===== src/rtl/gpioemu_pkg.sv =====
// Shared definitions for the gpioemu register map, host sequencing and bus phases.
package gpioemu_pkg;

  localparam logic [15:0] ADDR_A1   = 16'h037F;
  localparam logic [15:0] ADDR_A2   = 16'h0388;
  localparam logic [15:0] ADDR_CTRL = 16'h03A0;
  localparam logic [15:0] ADDR_W    = 16'h0390;
  localparam logic [15:0] ADDR_L    = 16'h0398;

  localparam logic [1:0]  STATUS_DONE = 2'b11;
  localparam logic [31:0] CTRL_START  = 32'h0000_0001;

  typedef enum logic [2:0] {
    S_IDLE,
    S_WR_A1,
    S_WR_A2,
    S_WR_CTRL,
    S_POLL,
    S_RD_W,
    S_RD_L,
    S_RESP
  } host_state_t;

  typedef enum logic [1:0] {
    PH_IDLE,
    PH_SETUP,
    PH_STROBE,
    PH_HOLD
  } bus_phase_t;

  function automatic logic [31:0] zext24(input logic [23:0] v);
    return {8'h00, v};
  endfunction

endpackage


===== src/rtl/gpioemu_host_if.sv =====
// Command/response handshake plus the gpioemu register bus, seen from the host side.
interface gpioemu_host_if;
  logic        cmd_valid;
  logic        cmd_ready;
  logic [23:0] cmd_a1;
  logic [23:0] cmd_a2;
  logic        rsp_valid;
  logic        rsp_ready;
  logic [31:0] rsp_w;
  logic [5:0]  rsp_ones;
  logic        rsp_timeout;
  logic [15:0] saddress;
  logic        srd;
  logic        swr;
  logic [31:0] sdata_out;
  logic [31:0] sdata_in;

  modport master (
    input  cmd_valid, cmd_a1, cmd_a2, rsp_ready, sdata_in,
    output cmd_ready, rsp_valid, rsp_w, rsp_ones, rsp_timeout,
           saddress, srd, swr, sdata_out
  );

  modport slave (
    output cmd_valid, cmd_a1, cmd_a2, rsp_ready, sdata_in,
    input  cmd_ready, rsp_valid, rsp_w, rsp_ones, rsp_timeout,
           saddress, srd, swr, sdata_out
  );
endinterface


===== src/rtl/gpioemu_bus_access.sv =====
// One register access: SETUP, STROBE_CYCLES of strobe, HOLD. A new access may be
// launched during HOLD so consecutive accesses run without an idle gap.
module gpioemu_bus_access
  import gpioemu_pkg::*;
#(
  parameter int STROBE_CYCLES = 2
) (
  input  logic        clk,
  input  logic        n_reset,
  input  logic        start,
  input  logic        rnw,
  input  logic [15:0] addr,
  input  logic [31:0] wdata,
  output logic        busy,
  output logic        done,
  output logic [31:0] rdata,
  output logic [15:0] saddress,
  output logic        srd,
  output logic        swr,
  output logic [31:0] sdata_out,
  input  logic [31:0] sdata_in
);

  localparam int STB_W = $clog2(STROBE_CYCLES + 1);

  bus_phase_t       phase_reg;
  logic [STB_W-1:0] stb_cnt_reg;
  logic             rnw_reg;
  logic [15:0]      saddress_reg;
  logic [31:0]      sdata_out_reg;
  logic             srd_reg;
  logic             swr_reg;
  logic             launch;

  assign launch = start && (phase_reg == PH_IDLE || phase_reg == PH_HOLD);

  always_ff @(posedge clk or negedge n_reset) begin
    if (!n_reset) begin
      phase_reg     <= PH_IDLE;
      stb_cnt_reg   <= '0;
      rnw_reg       <= 1'b0;
      saddress_reg  <= '0;
      sdata_out_reg <= '0;
      srd_reg       <= 1'b0;
      swr_reg       <= 1'b0;
    end else begin
      case (phase_reg)
        PH_SETUP: begin
          phase_reg   <= PH_STROBE;
          srd_reg     <= rnw_reg;
          swr_reg     <= !rnw_reg;
          stb_cnt_reg <= STB_W'(1);
        end
        PH_STROBE: begin
          if (stb_cnt_reg == STB_W'(STROBE_CYCLES)) begin
            phase_reg <= PH_HOLD;
            srd_reg   <= 1'b0;
            swr_reg   <= 1'b0;
          end else begin
            stb_cnt_reg <= stb_cnt_reg + 1'b1;
          end
        end
        PH_HOLD: begin
          phase_reg     <= PH_IDLE;
          sdata_out_reg <= '0;
        end
        default: ;
      endcase
      // A launch overrides the HOLD->IDLE exit above.
      if (launch) begin
        phase_reg     <= PH_SETUP;
        rnw_reg       <= rnw;
        saddress_reg  <= addr;
        sdata_out_reg <= rnw ? 32'h0 : wdata;
      end
    end
  end

  assign busy      = (phase_reg != PH_IDLE);
  assign done      = (phase_reg == PH_HOLD);
  assign rdata     = sdata_in;
  assign saddress  = saddress_reg;
  assign srd       = srd_reg;
  assign swr       = swr_reg;
  assign sdata_out = sdata_out_reg;

endmodule


===== src/rtl/gpioemu_host.sv =====
// Bus initiator that runs a full gpioemu multiply: write operands, start, poll
// status, read product and ones count, and return them on the response port.
module gpioemu_host
  import gpioemu_pkg::*;
#(
  parameter int STROBE_CYCLES = 2,
  parameter int POLL_LIMIT    = 1024
) (
  input logic            clk,
  input logic            n_reset,
  gpioemu_host_if.master bus
);

  localparam int CNT_W = $clog2(POLL_LIMIT + 1);

  host_state_t      state_reg;
  logic [23:0]      a2_reg;
  logic [CNT_W-1:0] poll_cnt_reg;
  logic             cmd_ready_reg;
  logic             rsp_valid_reg;
  logic             rsp_timeout_reg;
  logic [31:0]      rsp_w_reg;
  logic [5:0]       rsp_ones_reg;

  logic        acc_start;
  logic        acc_rnw;
  logic [15:0] acc_addr;
  logic [31:0] acc_wdata;
  logic        acc_busy;
  logic        acc_done;
  logic [31:0] acc_rdata;
  logic        status_done;
  logic        poll_last;

  assign status_done = (acc_rdata[1:0] == STATUS_DONE);
  assign poll_last   = (poll_cnt_reg == CNT_W'(POLL_LIMIT - 1));

  // The next access is launched on the same edge that moves the FSM into the
  // state owning it, so accesses chain back to back.
  always_comb begin
    acc_start = 1'b0;
    acc_rnw   = 1'b1;
    acc_addr  = ADDR_CTRL;
    acc_wdata = 32'h0;
    case (state_reg)
      S_IDLE: begin
        if (bus.cmd_valid && cmd_ready_reg && !acc_busy) begin
          acc_start = 1'b1;
          acc_rnw   = 1'b0;
          acc_addr  = ADDR_A1;
          acc_wdata = zext24(bus.cmd_a1);
        end
      end
      S_WR_A1: begin
        if (acc_done) begin
          acc_start = 1'b1;
          acc_rnw   = 1'b0;
          acc_addr  = ADDR_A2;
          acc_wdata = zext24(a2_reg);
        end
      end
      S_WR_A2: begin
        if (acc_done) begin
          acc_start = 1'b1;
          acc_rnw   = 1'b0;
          acc_wdata = CTRL_START;
        end
      end
      S_WR_CTRL: acc_start = acc_done;
      S_POLL: begin
        if (acc_done) begin
          if (status_done) begin
            acc_start = 1'b1;
            acc_addr  = ADDR_W;
          end else begin
            acc_start = !poll_last;
          end
        end
      end
      S_RD_W: begin
        if (acc_done) begin
          acc_start = 1'b1;
          acc_addr  = ADDR_L;
        end
      end
      default: ;
    endcase
  end

  always_ff @(posedge clk or negedge n_reset) begin
    if (!n_reset) begin
      state_reg       <= S_IDLE;
      a2_reg          <= '0;
      poll_cnt_reg    <= '0;
      cmd_ready_reg   <= 1'b1;
      rsp_valid_reg   <= 1'b0;
      rsp_timeout_reg <= 1'b0;
      rsp_w_reg       <= '0;
      rsp_ones_reg    <= '0;
    end else begin
      case (state_reg)
        S_IDLE: begin
          if (acc_start) begin
            a2_reg          <= bus.cmd_a2;
            poll_cnt_reg    <= '0;
            cmd_ready_reg   <= 1'b0;
            rsp_timeout_reg <= 1'b0;
            rsp_w_reg       <= '0;
            rsp_ones_reg    <= '0;
            state_reg       <= S_WR_A1;
          end
        end
        S_WR_A1:   if (acc_done) state_reg <= S_WR_A2;
        S_WR_A2:   if (acc_done) state_reg <= S_WR_CTRL;
        S_WR_CTRL: if (acc_done) state_reg <= S_POLL;
        S_POLL: begin
          if (acc_done) begin
            poll_cnt_reg <= poll_cnt_reg + 1'b1;
            if (status_done) begin
              state_reg <= S_RD_W;
            end else if (poll_last) begin
              rsp_timeout_reg <= 1'b1;
              rsp_valid_reg   <= 1'b1;
              state_reg       <= S_RESP;
            end
          end
        end
        S_RD_W: begin
          if (acc_done) begin
            rsp_w_reg <= acc_rdata;
            state_reg <= S_RD_L;
          end
        end
        S_RD_L: begin
          if (acc_done) begin
            rsp_ones_reg  <= acc_rdata[5:0];
            rsp_valid_reg <= 1'b1;
            state_reg     <= S_RESP;
          end
        end
        S_RESP: begin
          if (bus.rsp_ready) begin
            rsp_valid_reg <= 1'b0;
            cmd_ready_reg <= 1'b1;
            state_reg     <= S_IDLE;
          end
        end
        default: state_reg <= S_IDLE;
      endcase
    end
  end

  gpioemu_bus_access #(
    .STROBE_CYCLES(STROBE_CYCLES)
  ) u_access (
    .clk      (clk),
    .n_reset  (n_reset),
    .start    (acc_start),
    .rnw      (acc_rnw),
    .addr     (acc_addr),
    .wdata    (acc_wdata),
    .busy     (acc_busy),
    .done     (acc_done),
    .rdata    (acc_rdata),
    .saddress (bus.saddress),
    .srd      (bus.srd),
    .swr      (bus.swr),
    .sdata_out(bus.sdata_out),
    .sdata_in (bus.sdata_in)
  );

  assign bus.cmd_ready   = cmd_ready_reg;
  assign bus.rsp_valid   = rsp_valid_reg;
  assign bus.rsp_timeout = rsp_timeout_reg;
  assign bus.rsp_w       = rsp_w_reg;
  assign bus.rsp_ones    = rsp_ones_reg;

endmodule


===== src/flat_wrapper.sv =====
// flat-port wrapper written by rule: the top's interface ports become plain ports
module gpioemu_host_flat import gpioemu_pkg::*;
#(
  parameter int STROBE_CYCLES = 2,
  parameter int POLL_LIMIT    = 1024
)
  (clk, n_reset, bus_cmd_valid, bus_cmd_a1, bus_cmd_a2, bus_rsp_ready, bus_sdata_in, bus_cmd_ready, bus_rsp_valid, bus_rsp_w, bus_rsp_ones, bus_rsp_timeout, bus_saddress, bus_srd, bus_swr, bus_sdata_out);
  gpioemu_host_if bus_i ();
  input logic clk;
  input logic n_reset;
  input wire logic [$bits(bus_i.cmd_valid)-1:0] bus_cmd_valid;
  input wire logic [$bits(bus_i.cmd_a1)-1:0] bus_cmd_a1;
  input wire logic [$bits(bus_i.cmd_a2)-1:0] bus_cmd_a2;
  input wire logic [$bits(bus_i.rsp_ready)-1:0] bus_rsp_ready;
  input wire logic [$bits(bus_i.sdata_in)-1:0] bus_sdata_in;
  output wire logic [$bits(bus_i.cmd_ready)-1:0] bus_cmd_ready;
  output wire logic [$bits(bus_i.rsp_valid)-1:0] bus_rsp_valid;
  output wire logic [$bits(bus_i.rsp_w)-1:0] bus_rsp_w;
  output wire logic [$bits(bus_i.rsp_ones)-1:0] bus_rsp_ones;
  output wire logic [$bits(bus_i.rsp_timeout)-1:0] bus_rsp_timeout;
  output wire logic [$bits(bus_i.saddress)-1:0] bus_saddress;
  output wire logic [$bits(bus_i.srd)-1:0] bus_srd;
  output wire logic [$bits(bus_i.swr)-1:0] bus_swr;
  output wire logic [$bits(bus_i.sdata_out)-1:0] bus_sdata_out;
  assign bus_i.cmd_valid = bus_cmd_valid;
  assign bus_i.cmd_a1 = bus_cmd_a1;
  assign bus_i.cmd_a2 = bus_cmd_a2;
  assign bus_i.rsp_ready = bus_rsp_ready;
  assign bus_i.sdata_in = bus_sdata_in;
  assign bus_cmd_ready = bus_i.cmd_ready;
  assign bus_rsp_valid = bus_i.rsp_valid;
  assign bus_rsp_w = bus_i.rsp_w;
  assign bus_rsp_ones = bus_i.rsp_ones;
  assign bus_rsp_timeout = bus_i.rsp_timeout;
  assign bus_saddress = bus_i.saddress;
  assign bus_srd = bus_i.srd;
  assign bus_swr = bus_i.swr;
  assign bus_sdata_out = bus_i.sdata_out;
  gpioemu_host #(.STROBE_CYCLES(STROBE_CYCLES), .POLL_LIMIT(POLL_LIMIT)) u_core (.clk(clk), .n_reset(n_reset), .bus(bus_i));
endmodule

===== config.mk =====
export PLATFORM = sky130hd
export DESIGN_NAME = gpioemu_host_flat
export DESIGN_NICKNAME = d
export VERILOG_FILES = /design/src/rtl/gpioemu_pkg.sv /design/src/rtl/gpioemu_host_if.sv /design/src/rtl/gpioemu_bus_access.sv /design/src/rtl/gpioemu_host.sv /design/src/flat_wrapper.sv
export SDC_FILE = /design/constraint.sdc
export NUM_CORES = 1
export LEC_CHECK = 0
export ABC_CLOCK_PERIOD_IN_PS = 2410
export CAP_MARGIN = 0
export CORE_ASPECT_RATIO = 1.1
export CORE_MARGIN = 2
export CORE_UTILIZATION = 60
export CTS_CLUSTER_SIZE = 30
export DETAILED_ROUTE_END_ITERATION = 16
export DONT_BUFFER_PORTS = 1
export GPL_TIMING_DRIVEN = 0
export PLACE_DENSITY = 0.86
export SLEW_MARGIN = 5
export SYNTH_ARGS = -nofsm -noshare
export SYNTH_HDL_FRONTEND = slang
export SYNTH_SLANG_ARGS = --single-unit

===== constraint.sdc =====
create_clock -name clk -period 2.41 [get_ports clk]
set_clock_uncertainty 0.2 [all_clocks]
set_input_delay 0.3615 -clock clk [delete_from_list [all_inputs] [get_ports clk]]
set_output_delay 0.3615 -clock clk [all_outputs]
set_load 0.03 [all_outputs]

==> results.json <==
{
  "cp-end-kind": "flop",
  "muxShareOfSynthArea": 0.0639,
  "io_buffers": 0,
  "drt-vias-per-instance": 6.00,
  "drive_gt1_frac": 0.190,
  "synth-main-ff-cell": "dfrtp_1",
  "dr.pass1.iters": 5,
  "route.detailed.drc": 0,
  "synth_compound_area_frac": 0.154,
  "hold_violations": 116,
  "setup_slack_ns": 0.0708,
  "antenna_cells": 0,
  "post-synth-top-area-fraction": 0.550,
  "antenna_found_initial": 0,
  "io_pins": 175,
  "cts-buffers-inserted": 17,
  "cp_slowest_cell": "dfrtp_2",
  "synth_seq_cells": 116,
  "multi_input_area_sq_um": 2080,
  "fillers": 427,
  "layout_worst_path_cycle_share": 0.971,
  "grt_max_degree": 117,
  "synthXorXnorAreaFrac": 0.0167,
  "ant_nets": 0,
  "vias": 4418,
  "cts_tree": "done",
  "synthCells": 497,
  "ys.warnings.count": 0,
  "drv_cap": 0,
  "grtUsageTotal": 0.333,
  "r2r_cells": 9,
  "num_rows": 35,
  "slew_headroom": 0.666,
  "cts_root_buf": "clkbuf_8",
  "wl_per_cell_microns": 20.9,
  "synth-async-reset-ratio": 1.00,
  "dp_slack_ns": -0.00940,
  "place_congestion": 0.847,
  "fin_nets": 705,
  "critical_path_class": "flop to flop",
  "synth_simple_gate_area_frac": 0.128,
  "ff2ff_setup_slack_ns": 0.07,
  "synth_edf_count": 0,
  "synth_area_leader_cell": "dfrtp_1",
  "fin_cells": 736,
  "clock_tree.buffer_depth": 2,
  "critPathCapture": "u_core.u_access.saddress[4]",
  "critPathLaunchType": "flop",
  "syn_area_per_cell_sq_um": 10.5,
  "grt_pass1_wl_mm": 23.9,
  "areaGrowthSynthToFinish_pct": 31.5,
  "worstSkewPairLatency_ns": 0.51,
  "layout.area.seq_sq_um": 2910,
  "powerDensity_nw_per_um2": 1130,
  "dp_cells": 621,
  "synth-seq-area-share": 0.555,
  "dieWidth_microns": 93.0,
  "wl_mm": 15.4,
  "hold_path.class": "input pin to async pin",
  "yosysUniqueCellTypes": 44,
  "cts_hold_buf": 81,
  "critical-path-max-stage-delay_ns": 0.41,
  "synth_area_leaders": "dfrtp_1 (55%), nand2_1 (5.9%), mux2_2 (5.8%)",
  "arrival_ns": 2.53,
  "grt_pass1_vias": 4749,
  "power_leakage_nw": 3.02,
  "fmax_mhz": 428,
  "outcome": "complete, but fails checks",
  "die_y_microns": 102,
  "largest_reg_flops": 32,
  "dp_hpwl_mm": 8.57,
  "rr_startpoint": "u_core.u_access.phase_reg[1]",
  "start_util": 0.622,
  "crit_chain": "inv_1 -> ha_2 -> nand3_4 -> nor4_4 -> buf_6 -> a311oi_2 -> a2bb2oi_2 -> buf_4 -> mux2_2",
  "synth_top_family_by_area": "compound AO/OA/AOI/OAI gates",
  "irDropWorstVdd_v": 0.000746,
  "violations": "negative hold slack",
  "slew_violations": 0,
  "critPathRequiredTime_ns": 2.60,
  "die_area_sq_um": 9480,
  "clk_pin_slew_worst_paths_ns": 0.06,
  "grt_overflow": 0,
  "finalCriticalPeriod_ns": 2.34,
  "clock-sinks": 116,
  "hold_ws_ns": -0.647,
  "setup_viol": 0,
  "setup.worst_path.start": "u_core.u_access.phase_reg[1]",
  "drt_iter0_drc": 238,
  "cts_max_level": 4,
  "synth-adder-area-share": 0.0167,
  "worstMarginPinSlew_ns": 0.500,
  "core-area_sq_um": 8410,
  "path_max_fanout": 7,
  "syn_area_sq_um": 5230,
  "r2r_end": "u_core.u_access.saddress[4]"
}
-- power by group --
| group | internal [mW] | total, mW | leakage, nW | switching (mW) |
|---|---|---|---|---|
| combinational | 0.844 | 2.04 | 1.23 | 1.19 |
| sequential | 2.48 | 3.39 | 1.53 | 0.912 |
| clock | 1.49 | 2.35 | 0.264 | 0.861 |
-- area by class of cell --
| class | instances | area share |
|---|---|---|
| Sequential cell | 116 | 0.423 |
| Multi-Input combinational cell | 330 | 0.302 |
| Timing Repair Buffer | 86 | 0.124 |
| Clock buffer | 23 | 0.0708 |
| Buffer | 48 | 0.0420 |
| Tap cell | 111 | 0.0202 |
| Clock inverter | 7 | 0.0107 |
| Inverter | 15 | 0.00818 |
-- repair_timing --
item                                    CTS  global route
resized for setup                         2            17
pin swaps                                 2             4
endpoints found under the setup margin   32            93
hold endpoints to repair                204           116
buffers inserted                          1             4
-- routing by layer --
| layer | GRT usage | up-vias | wire length, microns |
|---|---|---|---|
| met3 | 0.122 | 39 | 1530 |
| met1 | 0.375 | 2184 | 5500 |
| met2 | 0.567 | 256 | 7970 |
| met4 | 0.161 | 0 | 394 |
| li1 | - | 1939 | - |
| met5 | 0 | - | 0 |
-- synth_stat cells, types with 2 or more instances --
master	number
a21o_1	2
a21oi_1	9
a22o_1	2
a22oi_1	23
a311oi_1	3
a31oi_1	2
and3_1	3
and3b_1	2
and4_1	2
buf_2	19
buf_4	20
clkbuf_1	8
dfrtp_1	115
ha_1	7
inv_1	13
inv_2	2
mux2_2	27
mux2i_1	3
nand2_1	82
nand2b_1	3
nand3_1	15
nand4_1	2
nor2_1	28
nor2b_1	2
nor3_1	6
o21ai_0	48
o2bb2ai_1	24
xnor2_1	6
xor2_1	4
-- logic make-up (layout without fill, tap and decap cells) --
group | after synthesis | in the layout
AOI/OAI and AO/OA | 120 | 120
xor gates and xnor gates | 10 | 10
adders and majority gates | 7 | 7
buffers and inverters | 64 | 179
DFF | 116 | 116
muxes | 30 | 30
other | 1 | 14
and+or+nand+nor | 149 | 149
-- placed cells by master (no fill, tap or decap), types with 3 or more instances in the layout --
cell	count
dfrtp_1	113
inv_2	3
ha_1	5
clkbuf_1	8
o21ai_0	48
xor2_1	4
o2bb2ai_1	24
mux2i_1	3
conb_1	14
a21oi_1	9
and3_1	3
clkinvlp_4	4
inv_1	12
buf_4	25
nand2_1	82
nand2b_1	3
a22oi_1	23
nor3_1	5
clkbuf_16	16
mux2_2	27
nand3_1	14
dlygate4sd3_1	81
clkbuf_8	6
nor2_1	27
buf_2	16
xnor2_1	6
-- per-stage QoR --
stage | power (mW) | setup TNS [ns] | util | instance area [sq um]
2_1_floorplan | 4.65 | 0 | - | 5280
3_3_place_gp | 4.98 | 0 | 0.644 | 5420
3_5_place_dp | 5.11 | -0.0368 | 0.644 | 5420
4_1_cts | 7.59 | 0 | 0.809 | 6800
5_1_grt | 8.11 | -0.100 | 0.818 | 6880
6_report | 7.78 | 0 | 0.818 | 6880
-- critical path: cells and delay by family, from the launching register on --
family	cells	cell delay, ns
adders and majority gates	1	0.20
DFF	1	0.41
AOI/OAI and AO/OA	2	0.53
muxes	1	0.31
buffers and inverters	3	0.42
and+or+nand+nor	2	0.15
-- worst min path at each step --
stage,start,to,slack (ns)
2_1_floorplan,n_reset,u_core.a2_reg[0],-0.13
3_3_place_gp,n_reset,u_core.bus.rsp_timeout,-0.13
3_5_place_dp,n_reset,u_core.bus.rsp_w[26],-0.13
4_1_cts,n_reset,u_core.a2_reg[20],-0.67
5_1_grt,n_reset,u_core.a2_reg[20],-0.67
6_report,n_reset,u_core.u_access.swr,-0.65
Power figures use the tool's default switching activity.
